--- src/rtl/prbs_mon_pkg.sv ---
// Shared types and helpers for the PRBS bit-error-rate monitor.
// State encoding is visible on debug and readout ports, so the values are fixed.
package prbs_mon_pkg;

    typedef enum logic [1:0] {
        ST_UNLOCKED = 2'd0,
        ST_SETTLE   = 2'd1,
        ST_MEASURE  = 2'd2,
        ST_LOST     = 2'd3
    } mon_state_e;

    localparam int WORD_W_DEF = 64;

    // Width needed to hold a popcount of w bits (0..w inclusive).
    function automatic int pc_width(input int w);
        return $clog2(w + 1);
    endfunction

endpackage

--- src/rtl/popcount64.sv ---
// Two-stage registered popcount: per-byte counts, then a sum of the byte counts.
// Defaults to 64 bits in / 7 bits out; width must be a multiple of 8.
module popcount64
    import prbs_mon_pkg::*;
#(
    parameter int W  = 64,
    parameter int CW = pc_width(W)
) (
    input  logic          clk,
    input  logic          rst,
    input  logic [W-1:0]  i_bits,
    output logic [CW-1:0] o_count
);

    localparam int NG = W / 8;

    logic [3:0]    r_grp [NG];
    logic [CW-1:0] r_sum;
    logic [CW-1:0] w_sum;

    function automatic logic [3:0] byte_count(input logic [7:0] b);
        logic [3:0] c;
        c = '0;
        for (int i = 0; i < 8; i++) c = c + 4'(b[i]);
        return c;
    endfunction

    always_comb begin
        w_sum = '0;
        for (int g = 0; g < NG; g++) w_sum = w_sum + CW'(r_grp[g]);
    end

    always_ff @(posedge clk or posedge rst) begin
        if (rst) begin
            for (int g = 0; g < NG; g++) r_grp[g] <= '0;
            r_sum <= '0;
        end else begin
            for (int g = 0; g < NG; g++) r_grp[g] <= byte_count(i_bits[g*8 +: 8]);
            r_sum <= w_sum;
        end
    end

    assign o_count = r_sum;

endmodule

--- src/rtl/prbs_ber_monitor.sv ---
// BER statistics behind the PRBS7 checker: lock qualification, windowed and total
// error counts, lock-loss detection. Words reach the FSM three edges after input.
module prbs_ber_monitor
    import prbs_mon_pkg::*;
#(
    parameter int WORD_W       = WORD_W_DEF,
    parameter int SETTLE_WORDS = 256,
    parameter int WINDOW_WORDS = 65536,
    parameter int LOSS_THRESH  = 64,
    parameter int TOT_W        = 48
) (
    input  logic              clk,
    input  logic              reset,
    input  logic              aligned,
    input  logic [WORD_W-1:0] errorBits,
    input  logic              clear,
    output logic [1:0]        state,
    output logic [31:0]       win_err_count,
    output logic              win_valid,
    output logic [TOT_W-1:0]  tot_bit_count,
    output logic [TOT_W-1:0]  tot_err_count,
    output logic [15:0]       lock_loss_count
);

    localparam int CW  = pc_width(WORD_W);
    localparam int SCW = $clog2(SETTLE_WORDS + 1);
    localparam int WCW = (WINDOW_WORDS > 1) ? $clog2(WINDOW_WORDS) : 1;

    logic            r_aln_d1;
    logic            r_aln_p;
    logic [CW-1:0]   w_pc;
    mon_state_e      r_state;
    logic [SCW-1:0]  r_settle_cnt;
    logic [WCW-1:0]  r_win_cnt;
    logic [31:0]     r_acc;
    logic [31:0]     w_acc_next;
    logic            w_win_end;
    logic [31:0]     r_win_err;
    logic            r_win_valid;
    logic [TOT_W-1:0] r_tot_bit;
    logic [TOT_W-1:0] r_tot_err;
    logic [15:0]     r_lle;
    logic [15:0]     w_lle_inc;

    popcount64 #(.W(WORD_W), .CW(CW)) u_popcount (
        .clk     (clk),
        .rst     (reset),
        .i_bits  (errorBits),
        .o_count (w_pc)
    );

    // aligned follows the popcount pipeline so both describe the same word; clear does not flush it.
    always_ff @(posedge clk or posedge reset) begin
        if (reset) begin
            r_aln_d1 <= 1'b0;
            r_aln_p  <= 1'b0;
        end else begin
            r_aln_d1 <= aligned;
            r_aln_p  <= r_aln_d1;
        end
    end

    function automatic logic [TOT_W-1:0] sat_add(input logic [TOT_W-1:0] a,
                                                 input logic [TOT_W-1:0] b);
        logic [TOT_W:0] s;
        s = {1'b0, a} + {1'b0, b};
        return s[TOT_W] ? '1 : s[TOT_W-1:0];
    endfunction

    assign w_acc_next = r_acc + 32'(w_pc);
    assign w_win_end  = (r_win_cnt == WCW'(WINDOW_WORDS - 1));
    assign w_lle_inc  = (r_lle == 16'hFFFF) ? r_lle : r_lle + 16'd1;

    always_ff @(posedge clk or posedge reset) begin
        if (reset) begin
            r_state      <= ST_UNLOCKED;
            r_settle_cnt <= '0;
            r_win_cnt    <= '0;
            r_acc        <= '0;
            r_win_err    <= '0;
            r_win_valid  <= 1'b0;
            r_tot_bit    <= '0;
            r_tot_err    <= '0;
            r_lle        <= '0;
        end else begin
            r_win_valid <= 1'b0;
            if (clear) begin
                r_state      <= ST_UNLOCKED;
                r_settle_cnt <= '0;
                r_win_cnt    <= '0;
                r_acc        <= '0;
                r_win_err    <= '0;
                r_tot_bit    <= '0;
                r_tot_err    <= '0;
                r_lle        <= '0;
            end else begin
                case (r_state)
                    ST_UNLOCKED: begin
                        if (r_aln_p) begin
                            r_state      <= ST_SETTLE;
                            r_settle_cnt <= SCW'(1);
                        end
                    end
                    ST_SETTLE: begin
                        if (!r_aln_p) begin
                            r_state <= ST_UNLOCKED;
                        end else if (r_settle_cnt == SCW'(SETTLE_WORDS)) begin
                            r_state   <= ST_MEASURE;
                            r_win_cnt <= '0;
                            r_acc     <= '0;
                        end else begin
                            r_settle_cnt <= r_settle_cnt + SCW'(1);
                        end
                    end
                    ST_MEASURE: begin
                        if (!r_aln_p) begin
                            r_state   <= ST_UNLOCKED;
                            r_lle     <= w_lle_inc;
                            r_win_cnt <= '0;
                            r_acc     <= '0;
                        end else begin
                            r_tot_err <= sat_add(r_tot_err, TOT_W'(w_pc));
                            r_tot_bit <= sat_add(r_tot_bit, TOT_W'(WORD_W));
                            if (w_win_end) begin
                                r_win_err   <= w_acc_next;
                                r_win_valid <= 1'b1;
                                r_win_cnt   <= '0;
                                r_acc       <= '0;
                                if (w_acc_next > 32'(LOSS_THRESH)) begin
                                    r_state <= ST_LOST;
                                    r_lle   <= w_lle_inc;
                                end
                            end else begin
                                r_acc     <= w_acc_next;
                                r_win_cnt <= r_win_cnt + WCW'(1);
                            end
                        end
                    end
                    ST_LOST: begin
                        if (!r_aln_p) r_state <= ST_UNLOCKED;
                    end
                    default: r_state <= ST_UNLOCKED;
                endcase
            end
        end
    end

    assign state           = r_state;
    assign win_err_count   = r_win_err;
    assign win_valid       = r_win_valid;
    assign tot_bit_count   = r_tot_bit;
    assign tot_err_count   = r_tot_err;
    assign lock_loss_count = r_lle;

endmodule

--- config.mk ---
export PLATFORM = sky130hd
export DESIGN_NAME = prbs_ber_monitor
export DESIGN_NICKNAME = d
export VERILOG_FILES = /design/src/rtl/prbs_mon_pkg.sv /design/src/rtl/popcount64.sv /design/src/rtl/prbs_ber_monitor.sv
export SDC_FILE = /design/constraint.sdc
export NUM_CORES = 1
export LEC_CHECK = 0
export CAP_MARGIN = 5
export CORE_ASPECT_RATIO = 1.25
export CORE_UTILIZATION = 55
export DETAILED_ROUTE_END_ITERATION = 7
export PLACE_DENSITY = 0.91
export SLEW_MARGIN = 40
export SYNTH_ARGS = -nofsm -noshare
export SYNTH_HDL_FRONTEND = slang
export SYNTH_SLANG_ARGS = --single-unit
--- constraint.sdc ---
create_clock -name clk -period 9.54 [get_ports clk]
set_input_delay 0.954 -clock clk [delete_from_list [all_inputs] [get_ports clk]]
set_output_delay 0.954 -clock clk [all_outputs]
set_load 0.05 [all_outputs]
==> results of run 1 <==
## critical path, stage by stage, from the launching register on
cell                       delay, ns
sky130_fd_sc_hd__dfrtp_1        0.33
sky130_fd_sc_hd__ha_1           0.18
sky130_fd_sc_hd__inv_1          0.06
sky130_fd_sc_hd__fa_1           0.41
sky130_fd_sc_hd__xnor2_1        0.16
sky130_fd_sc_hd__fa_1           0.48
sky130_fd_sc_hd__inv_1          0.06
sky130_fd_sc_hd__fa_1           0.51
sky130_fd_sc_hd__fa_1           0.52
sky130_fd_sc_hd__fa_1           0.51
sky130_fd_sc_hd__inv_1          0.07
sky130_fd_sc_hd__ha_1           0.29
sky130_fd_sc_hd__a21o_1         0.15
sky130_fd_sc_hd__a21oi_1        0.24
sky130_fd_sc_hd__o21bai_1       0.09
sky130_fd_sc_hd__a21oi_1        0.17
sky130_fd_sc_hd__xnor2_1        0.14
## where the power goes
group	internal [mW]	leakage [nW]	switching (mW)	total (mW)
logic	0.724	4.34	0.907	1.63
registers	1.12	3.28	0.0330	1.15
clock network	0.642	0.431	0.420	1.06
total	2.48	8.05	1.36	3.84
## cell usage in the layout, fill, tap and decap left out, types with 6 or more instances in the layout
cell type,instances
sky130_fd_sc_hd__and3_1,38
sky130_fd_sc_hd__nor4_1,11
sky130_fd_sc_hd__o211ai_1,11
sky130_fd_sc_hd__and2_1,12
sky130_fd_sc_hd__a31oi_1,12
sky130_fd_sc_hd__ha_1,58
sky130_fd_sc_hd__nand3_1,66
sky130_fd_sc_hd__or3_1,20
sky130_fd_sc_hd__nor2_1,83
sky130_fd_sc_hd__clkbuf_16,25
sky130_fd_sc_hd__xnor2_1,43
sky130_fd_sc_hd__buf_4,11
sky130_fd_sc_hd__o31ai_1,25
sky130_fd_sc_hd__nand2_1,163
sky130_fd_sc_hd__a22o_1,23
sky130_fd_sc_hd__xor2_1,47
sky130_fd_sc_hd__nand4_1,41
sky130_fd_sc_hd__a21oi_1,59
sky130_fd_sc_hd__inv_1,163
sky130_fd_sc_hd__fa_1,53
sky130_fd_sc_hd__nor2b_1,13
sky130_fd_sc_hd__a21o_1,11
sky130_fd_sc_hd__o21ai_0,188
sky130_fd_sc_hd__mux2i_1,6
sky130_fd_sc_hd__dfrtp_1,240
sky130_fd_sc_hd__clkdlybuf4s50_1,213
sky130_fd_sc_hd__nor3_1,32
sky130_fd_sc_hd__and4_1,7
sky130_fd_sc_hd__nand2b_1,13
## sequential cells by signal, indices dropped and copies added (netlist names)
name                count
r_settle_cnt            9
r_aln_d1                1
u_popcount.r_grp       32
u_popcount.o_count      7
win_valid               1
r_acc                  32
state                   2
r_aln_p                 1
lock_loss_count        16
win_err_count          32
tot_err_count          48
tot_bit_count          43
r_win_cnt              16
## synthesized netlist by cell type (11+ instances only)
cell	count	area [um2]
sky130_fd_sc_hd__a21o_1	11	82.6
sky130_fd_sc_hd__a21oi_1	60	300
sky130_fd_sc_hd__a22o_1	23	201
sky130_fd_sc_hd__a31oi_1	12	75.1
sky130_fd_sc_hd__and2_1	12	75.1
sky130_fd_sc_hd__and3_1	38	238
sky130_fd_sc_hd__buf_2	12	60.1
sky130_fd_sc_hd__clkbuf_1	46	173
sky130_fd_sc_hd__dfrtp_1	240	6010
sky130_fd_sc_hd__fa_1	53	1060
sky130_fd_sc_hd__ha_1	58	726
sky130_fd_sc_hd__inv_1	164	616
sky130_fd_sc_hd__nand2_1	165	619
sky130_fd_sc_hd__nand2b_1	13	81.3
sky130_fd_sc_hd__nand3_1	66	330
sky130_fd_sc_hd__nand4_1	41	257
sky130_fd_sc_hd__nor2_1	85	319
sky130_fd_sc_hd__nor2b_1	13	81.3
sky130_fd_sc_hd__nor3_1	32	160
sky130_fd_sc_hd__nor4_1	12	75.1
sky130_fd_sc_hd__o211ai_1	11	82.6
sky130_fd_sc_hd__o21ai_0	188	941
sky130_fd_sc_hd__o31ai_1	25	188
sky130_fd_sc_hd__or3_1	20	125
sky130_fd_sc_hd__xnor2_1	43	377
sky130_fd_sc_hd__xor2_1	47	412
## layer usage
layer | track usage [%] | vias to the layer above
met4 | 11.3 | 0
met1 | 33.1 | 6302
met2 | 50.0 | 555
met5 | 0 | -
met3 | 5.71 | 119
li1 | - | 5929
## metrics by stage
| step | instances | cell area (um2) | hold WS (ns) |
|---|---|---|---|
| final | 2148 | 18000 | 0.396 |
| after CTS | 2148 | 18000 | 0.400 |
| after global placement | 2103 | 17100 | 0.386 |
| after detailed placement | 2103 | 17200 | 0.387 |
| after floorplan | 1620 | 14800 | 0.331 |
| after global routing | 2148 | 18000 | 0.405 |
## cells by family after synthesis
kind of cell             synth area share, %
AND/OR/NAND/NOR                         18.6
AO/OA/AOI/OAI                           16.2
buffers and inverters                   6.76
flip-flops                              40.4
adder cells (fa/ha/maj)                 12.0
XOR/XNOR                                5.31
multiplexers                           0.581
## final cells by class
class	instances	area share (%)
Tap cell	340	2.36
Multi-Input combinational cell	1134	43.7
Inverter	164	3.48
Clock buffer	32	3.78
Timing Repair Buffer	225	12.3
Sequential cell	240	33.3
Clock inverter	13	1.14
## worst max path at each step
stage / startpoint / end / slack (ns) / depth (start not counted)
after CTS: u_popcount.r_grp[24]$_DFF_PP0_ / u_popcount.o_count[6]$_DFF_PP0_ / 5.07 / 16
after floorplan: reset / lock_loss_count[0]$_DFFE_PP0P_ / 2.00 / 1
after global routing: u_popcount.r_grp[24]$_DFF_PP0_ / u_popcount.o_count[6]$_DFF_PP0_ / 4.92 / 16
after global placement: u_popcount.r_grp[24]$_DFF_PP0_ / u_popcount.o_count[6]$_DFF_PP0_ / 5.24 / 16
after detailed placement: u_popcount.r_grp[24]$_DFF_PP0_ / u_popcount.o_count[6]$_DFF_PP0_ / 5.07 / 16
final: u_popcount.r_grp[24]$_DFF_PP0_ / u_popcount.o_count[6]$_DFF_PP0_ / 5.08 / 16
==> run summary, run 1 <==
The flow ran to the end, and the final reports show no timing, DRC or antenna violations. The initial cell density of the core came out at 56.5%. The distinct cell type count after synthesis came out at 83.

The placeable core area is 0.0263 mm2. The worst setup path is launched from a flop. The number of optimization iterations in the first detailed-route pass came out at 5. The max-capacitance violation count is 0. The final period demand of the worst path came out at 4.46 ns. In the detailed route, the total length drawn on met2 is 19400 um. TritonCTS built the clock tree. Dividing the detail-routed wire length by the instance count gives 17.6 um. The number of hold buffers added after CTS was 0.

Setup violations remaining at the end of the flow were counted as 0. The number of nets with antenna violations after detailed routing came out at 0. In this run, the number of DRC markers left after iteration 0 of detailed routing was 968.

The total congestion overflow after global routing is 0. TritonCTS created 25 clock buffers. Of the cells placed in the final design, the portion with a size suffix greater than 1 is 5.53%. The clock-pin slew on the worst setup and hold paths came out at 0.06 ns. Headroom to the max-slew limit came out at 46.5%. The setup path with the least slack is of type flop to flop. The initial antenna violation count is 0.

Measured along the x axis, the die boundary spans 149 um. The analysis attributes to cell leakage a power of 8.05 nW. The count of clock tree sinks is 240. The share of the core filled with cells came out at 68.7%.

From synthesis to final layout, the design area changed by 21.5%. The aggregate global-route resource usage came out at 28.1%. The clock insertion delay at the later pin of the skew report came out at 0.54 ns. The die height is 186 um. The highest clock frequency the design can meet is 224 MHz. The routed length on met1 came out at 14100 um. During I/O placement, the number of pins put on the boundary was 215.

The worst setup slack before clock tree synthesis came out at 5.07 ns. The worst-case clock skew is 0.0107 ns. For hold timing, the worst endpoint is r_aln_p$_DFF_PP0_. The root buffer cell chosen for the clock tree is sky130_fd_sc_hd__clkbuf_16. IR analysis of the VDD net gives a maximum drop of 0.371 mV. The max-slew violation count is 0. The setup slack of the most critical reg-to-reg path came out at 5.08 ns. Entering global routing, the biggest net connects 141 pins. For this block, the via count after detailed routing is 12900. The worst path required time came out at 9.99 ns. The overall power is 3.84 mW. The worst register-to-register path begins at u_popcount.r_grp[24]$_DFF_PP0_. The depth of the CTS H-tree is 1. The post-cts repair resize count is 0. The endpoint arrival time on the critical path is 4.91 ns. The netlist area before placement came out at 0.0148 mm2.

The post-CTS setup repair buffer count is 0. The proportion of synthesized chip area in sequential cells is 40.4%. In this run the mean area of a mapped cell was 9.17 um2. The worst hold path begins at r_aln_d1$_DFF_PP0_. The detailed router used layers up to and including met4.

The residual DRC count came out at 0. The logic depth of the worst register-to-register path came out at 16. The worst setup path is captured at a flop. The flip-flop and latch count after synthesis came out at 240. The worst min-delay path category is flop to flop. The first global-routing pass estimated 62900 um of wire. The die area came out at 0.0277 mm2.

The routed wire length on met3 is 2810 um. The buffer depth of the longest clock path is 3. For the pin with the worst max-slew slack, the measured transition is 0.795 ns.

The average vias per placed instance came out at 6.01. The area of combinational cells with multiple inputs came out at 0.00788 mm2. The count of flip-flops with a built-in enable after synthesis is 0. The layout has 1942 filler cells.

Setup repair after global routing left no endpoint under its margin. The hold violation count in the final report was 0. The hold-critical path depth is 0. The post-route fraction of the period consumed by the critical path is 46.7%.

The share of flip-flops with an asynchronous set or reset after synthesis came out at 100%. The ratio of total power to cell area came out at 213 mW/mm2. The wire-length estimate of the detail-placed layout is 26800 um. In the final design database the tool counted 1969 nets. Adding up every negative setup slack in the final design gives 0 ns. The maximum fanout along the worst path came out at 2. The most frequently used flop master after synthesis is sky130_fd_sc_hd__dfrtp_1. In this run the core area contains 66 standard-cell rows. Summed over all layers, the routed wires come to 37700 um. The final critical-path setup slack is 5.08 ns. The area occupied by registers is 0.00601 mm2.

The congestion estimate from routability-driven global placement came to 0.873. The number of global-route vias before repair is 13000. The antenna diode count is 0. Synthesis produced a netlist whose cell count is 1620. The endpoint identified for the worst register-to-register timing path is u_popcount.o_count[6]$_DFF_PP0_. The count of synthesis-stage warnings from yosys is 0. The number of nets in the synthesized netlist came out at 1799. The quantity of I/O buffers inserted on ports is 214.
Power figures use the tool's default switching activity.
==> run 2: changes to the inputs <==
- clock period: 9.54 -> 4.4 ns (I/O delays scaled with it)
==> run 2 against run 1 <==
  * Final area rose by 0.77%
  * Worst hold slack got worse by 0.087 ns
  * Combinational power rose by 140%
  * Critical endpoint unchanged
  * Largest cell class unchanged
  * Highest routed layer unchanged
==> run summary, run 2 (synthesis gave the netlist of run 1 again) <==
Broken down by cell family, the worst path's largest delay share belongs to adder cells. The half-perimeter wire length after detailed placement came out at 27800 um (+4.1%). The slowest stage of the critical path belongs to the cell sky130_fd_sc_hd__fa_1. The count of placed standard cells in the final layout, fillers left out was 2160 (+0.56%). The maximum fanout along the worst path came out at 2 (unchanged). The most frequent standard cell in the layout excluding fill and tap cells is sky130_fd_sc_hd__dfrtp_1. The worst setup path is of the flop to flop kind. The routed length on met1 is 14700 um (+4.6%). The wire length of the first global-routing pass came out at 63200 um (+0.38%). The number of global-route vias before repair came to 13100 (+1.3%). The worst-case clock skew is 0.0102 ns (-0.000511 ns).

The highest clock frequency the design can meet came to 231 MHz (+3.2%). The post-route fraction of the period consumed by the critical path came out at 98.2% (+51 points). Setup repair after global routing could not meet its margin everywhere. The die span in x came out at 149 um (unchanged). The sort of element at the end of the critical path is a flop. The setup-violating endpoint count in the final report is 0 (unchanged). The number of placement rows came to 66 (unchanged). The antenna diode count came out at 0 (unchanged). The ratio of total power to cell area came to 479 mW/mm2 (+120%). The flow ran to the end, and the final reports show no timing, DRC or antenna violations. The worst setup slack before clock tree synthesis came out at -0.0665 ns (-5.14 ns). The quantity of I/O buffers inserted on ports is 214 (unchanged). The clock-pin slew on the worst setup and hold paths is 0.06 ns (about the same).

The cell total after placement came out at 2116 (+0.62%). The placeable core area came out at 0.0263 mm2 (unchanged). The leakage power is 8.11 nW (+0.74%). The total clock buffers created by CTS is 25 (unchanged). The path class of the tightest hold or removal check is primary input to asynchronous set/reset pin.

The die height came out at 186 um (unchanged). The overall via count from detail_route came to 12900 (-0.031%). Routed signal wires occupy layers up through met4. The depth of the CTS H-tree is 1 (unchanged). The actual slew at the worst max-slew pin is 0.805 ns (+0.0103 ns).

The number of nets with antenna violations after detailed routing is 0 (unchanged). The tightest slew margin relative to the limit came out at 46.2% (-0.33 points). The total congestion overflow after global routing came out at 0 (unchanged). The routed wire length on met3 came to 2480 um (-12%). The number of optimization iterations in the first detailed-route pass came out at 5 (unchanged). TritonCTS built the clock tree. The share of the core filled with cells came out at 69.2% (+0.53 points). The hold violation count in the final report is 0 (unchanged). The endpoint arrival time on the critical path was 4.76 ns (-0.15 ns).

The final-stage net count came out at 1982 (+0.66%). The peak per-stage delay on the critical path was 0.58 ns (+0.06 ns). Walking the worst path, the cells encountered are ha_2 > inv_2 > fa_2 > xnor2_2 > fa_1 > inv_2 > fa_1 > fa_1 > fa_1 > inv_2 > ha_4 > a21o_1 > a21oi_2 > o21bai_1 > a21oi_2 > xnor2_1. The die area is 0.0277 mm2 (unchanged). The signed area change from the synthesized netlist to the final layout is 22.4%.

The buffer depth of the longest clock path is 3 (unchanged). The worst setup path is launched from a flop. The top-level I/O count came out at 215 (unchanged).

The max-slew violation count is 0 (unchanged). The pin count of the biggest net entering global routing came to 80 (-43%). The max-capacitance violation count is 0 (unchanged). The clock insertion delay at the later pin of the skew report was 0.52 ns (-0.02 ns).

The worst vdd rail ir drop came out at 1.06 mV (+190%). The combined buffer and inverter count along the critical path came out at 3 (unchanged). The initial antenna violation count came out at 0 (unchanged).

The setup slack of the most critical reg-to-reg path came out at 0.08 ns (-5.00 ns). The final period demand of the worst path is 4.32 ns (-0.138 ns). The routed wire length is 38500 um (+2.1%). The worst path required time is 4.84 ns (-5.15 ns). The number of violations reported at the end of detailed-routing iteration 0 came to 827 (-15%). The share of post-route cells with drive strength above 1 is 6.48% (+0.95 points). The top cell types in the final layout, fill and taps aside, are sky130_fd_sc_hd__dfrtp_1, sky130_fd_sc_hd__clkdlybuf4s50_1, sky130_fd_sc_hd__o21ai_0, sky130_fd_sc_hd__nand2_1, sky130_fd_sc_hd__inv_1. The average vias per placed instance was 5.97 (-0.59%). The per-cell routed wire length came out at 17.8 um (+1.6%). The post-cts hold buffer count is 0 (unchanged). The routed length on met2 is 19900 um (+2.4%).

The count of fill cells added during filler insertion is 1963 (+1.1%). CTS placed an instance of sky130_fd_sc_hd__clkbuf_16 at the clock tree root. The post-CTS setup repair buffer count came out at 0 (unchanged). The worst hold slack across all endpoints is 0.309 ns (-0.0870 ns).

The final critical-path setup slack is 0.0785 ns (-5.00 ns). The flip-flop count of the largest register after layout is 48 (unchanged). The initial cell density of the core came out at 56.5% (unchanged). The aggregate global-route resource usage is 28.2% (+0.077 points). The residual DRC count came out at 0 (unchanged). The weighted congestion at the end of routability-driven global placement came out at 0.902 (+3.3%). The cell seen most often among critical-path stages is sky130_fd_sc_hd__fa_1.

The count of clock tree sinks is 240 (unchanged).
run 2: metrics by stage:
stage | total power, mW | TNS [ns] | area, um2
2_1_floorplan | 5.22 | 0 | 14900
3_5_place_dp | 6.14 | -0.0665 | 17300
6_report | 8.70 | 0 | 18200
3_3_place_gp | 5.69 | 0 | 17300
5_1_grt | 9.42 | -0.176 | 18200
4_1_cts | 8.50 | 0 | 18100
run 2: where the power goes:
part / leakage, nW / internal (mW) / switching [mW]
sequential: 3.28 / 2.42 / 0.0705
combinational: 4.42 / 1.78 / 2.20
clock: 0.417 / 1.35 / 0.885
run 2: final timing paths:
check	start	end	cells past startpoint
max	u_popcount.r_grp[24]$_DFF_PP0_	u_popcount.o_count[6]$_DFF_PP0_	16
min	reset	tot_err_count[3]$_DFFE_PP0P_	2
max reg2reg	u_popcount.r_grp[24]$_DFF_PP0_	u_popcount.o_count[6]$_DFF_PP0_	16
min reg2reg	r_aln_d1$_DFF_PP0_	r_aln_p$_DFF_PP0_	0
max in group asynchronous	reset	tot_bit_count[28]$_DFFE_PP0P_	4
min in group clk	r_aln_d1$_DFF_PP0_	r_aln_p$_DFF_PP0_	0
run 2: repair_timing:
item | CTS | global route
resized for setup | 2 | 9
pin swaps | 1 | 13
endpoints found under the setup margin | 1 | 2
run 2: metal layers:
metal	GRT usage (%)	vias to the layer above
met3	4.93	115
met2	50.9	515
met5	0	-
met1	32.6	6328
li1	-	5943
met4	12.2	0
run 2: area by class of cell:
type / instances / area (um2) / share of cell area (%)
Tap cell: 340 / 425 / 2.34
Multi-Input combinational cell: 1134 / 7920 / 43.5
Clock buffer: 36 / 707 / 3.89
Inverter: 164 / 619 / 3.41
Clock inverter: 8 / 144 / 0.791
Sequential cell: 240 / 6010 / 33.0
Timing Repair Buffer: 238 / 2360 / 13.0
run 2: worst reg2reg max path: stages (launching register included):
cell                       delay (ns)
sky130_fd_sc_hd__dfrtp_1         0.33
sky130_fd_sc_hd__ha_2            0.19
sky130_fd_sc_hd__inv_2           0.05
sky130_fd_sc_hd__fa_2            0.42
sky130_fd_sc_hd__xnor2_2         0.17
sky130_fd_sc_hd__fa_1            0.54
sky130_fd_sc_hd__inv_2           0.04
sky130_fd_sc_hd__fa_1            0.46
sky130_fd_sc_hd__fa_1            0.58
sky130_fd_sc_hd__fa_1            0.43
sky130_fd_sc_hd__inv_2           0.11
sky130_fd_sc_hd__ha_4            0.20
sky130_fd_sc_hd__a21o_1          0.18
sky130_fd_sc_hd__a21oi_2         0.17
sky130_fd_sc_hd__o21bai_1        0.11
sky130_fd_sc_hd__a21oi_2         0.14
sky130_fd_sc_hd__xnor2_1         0.14
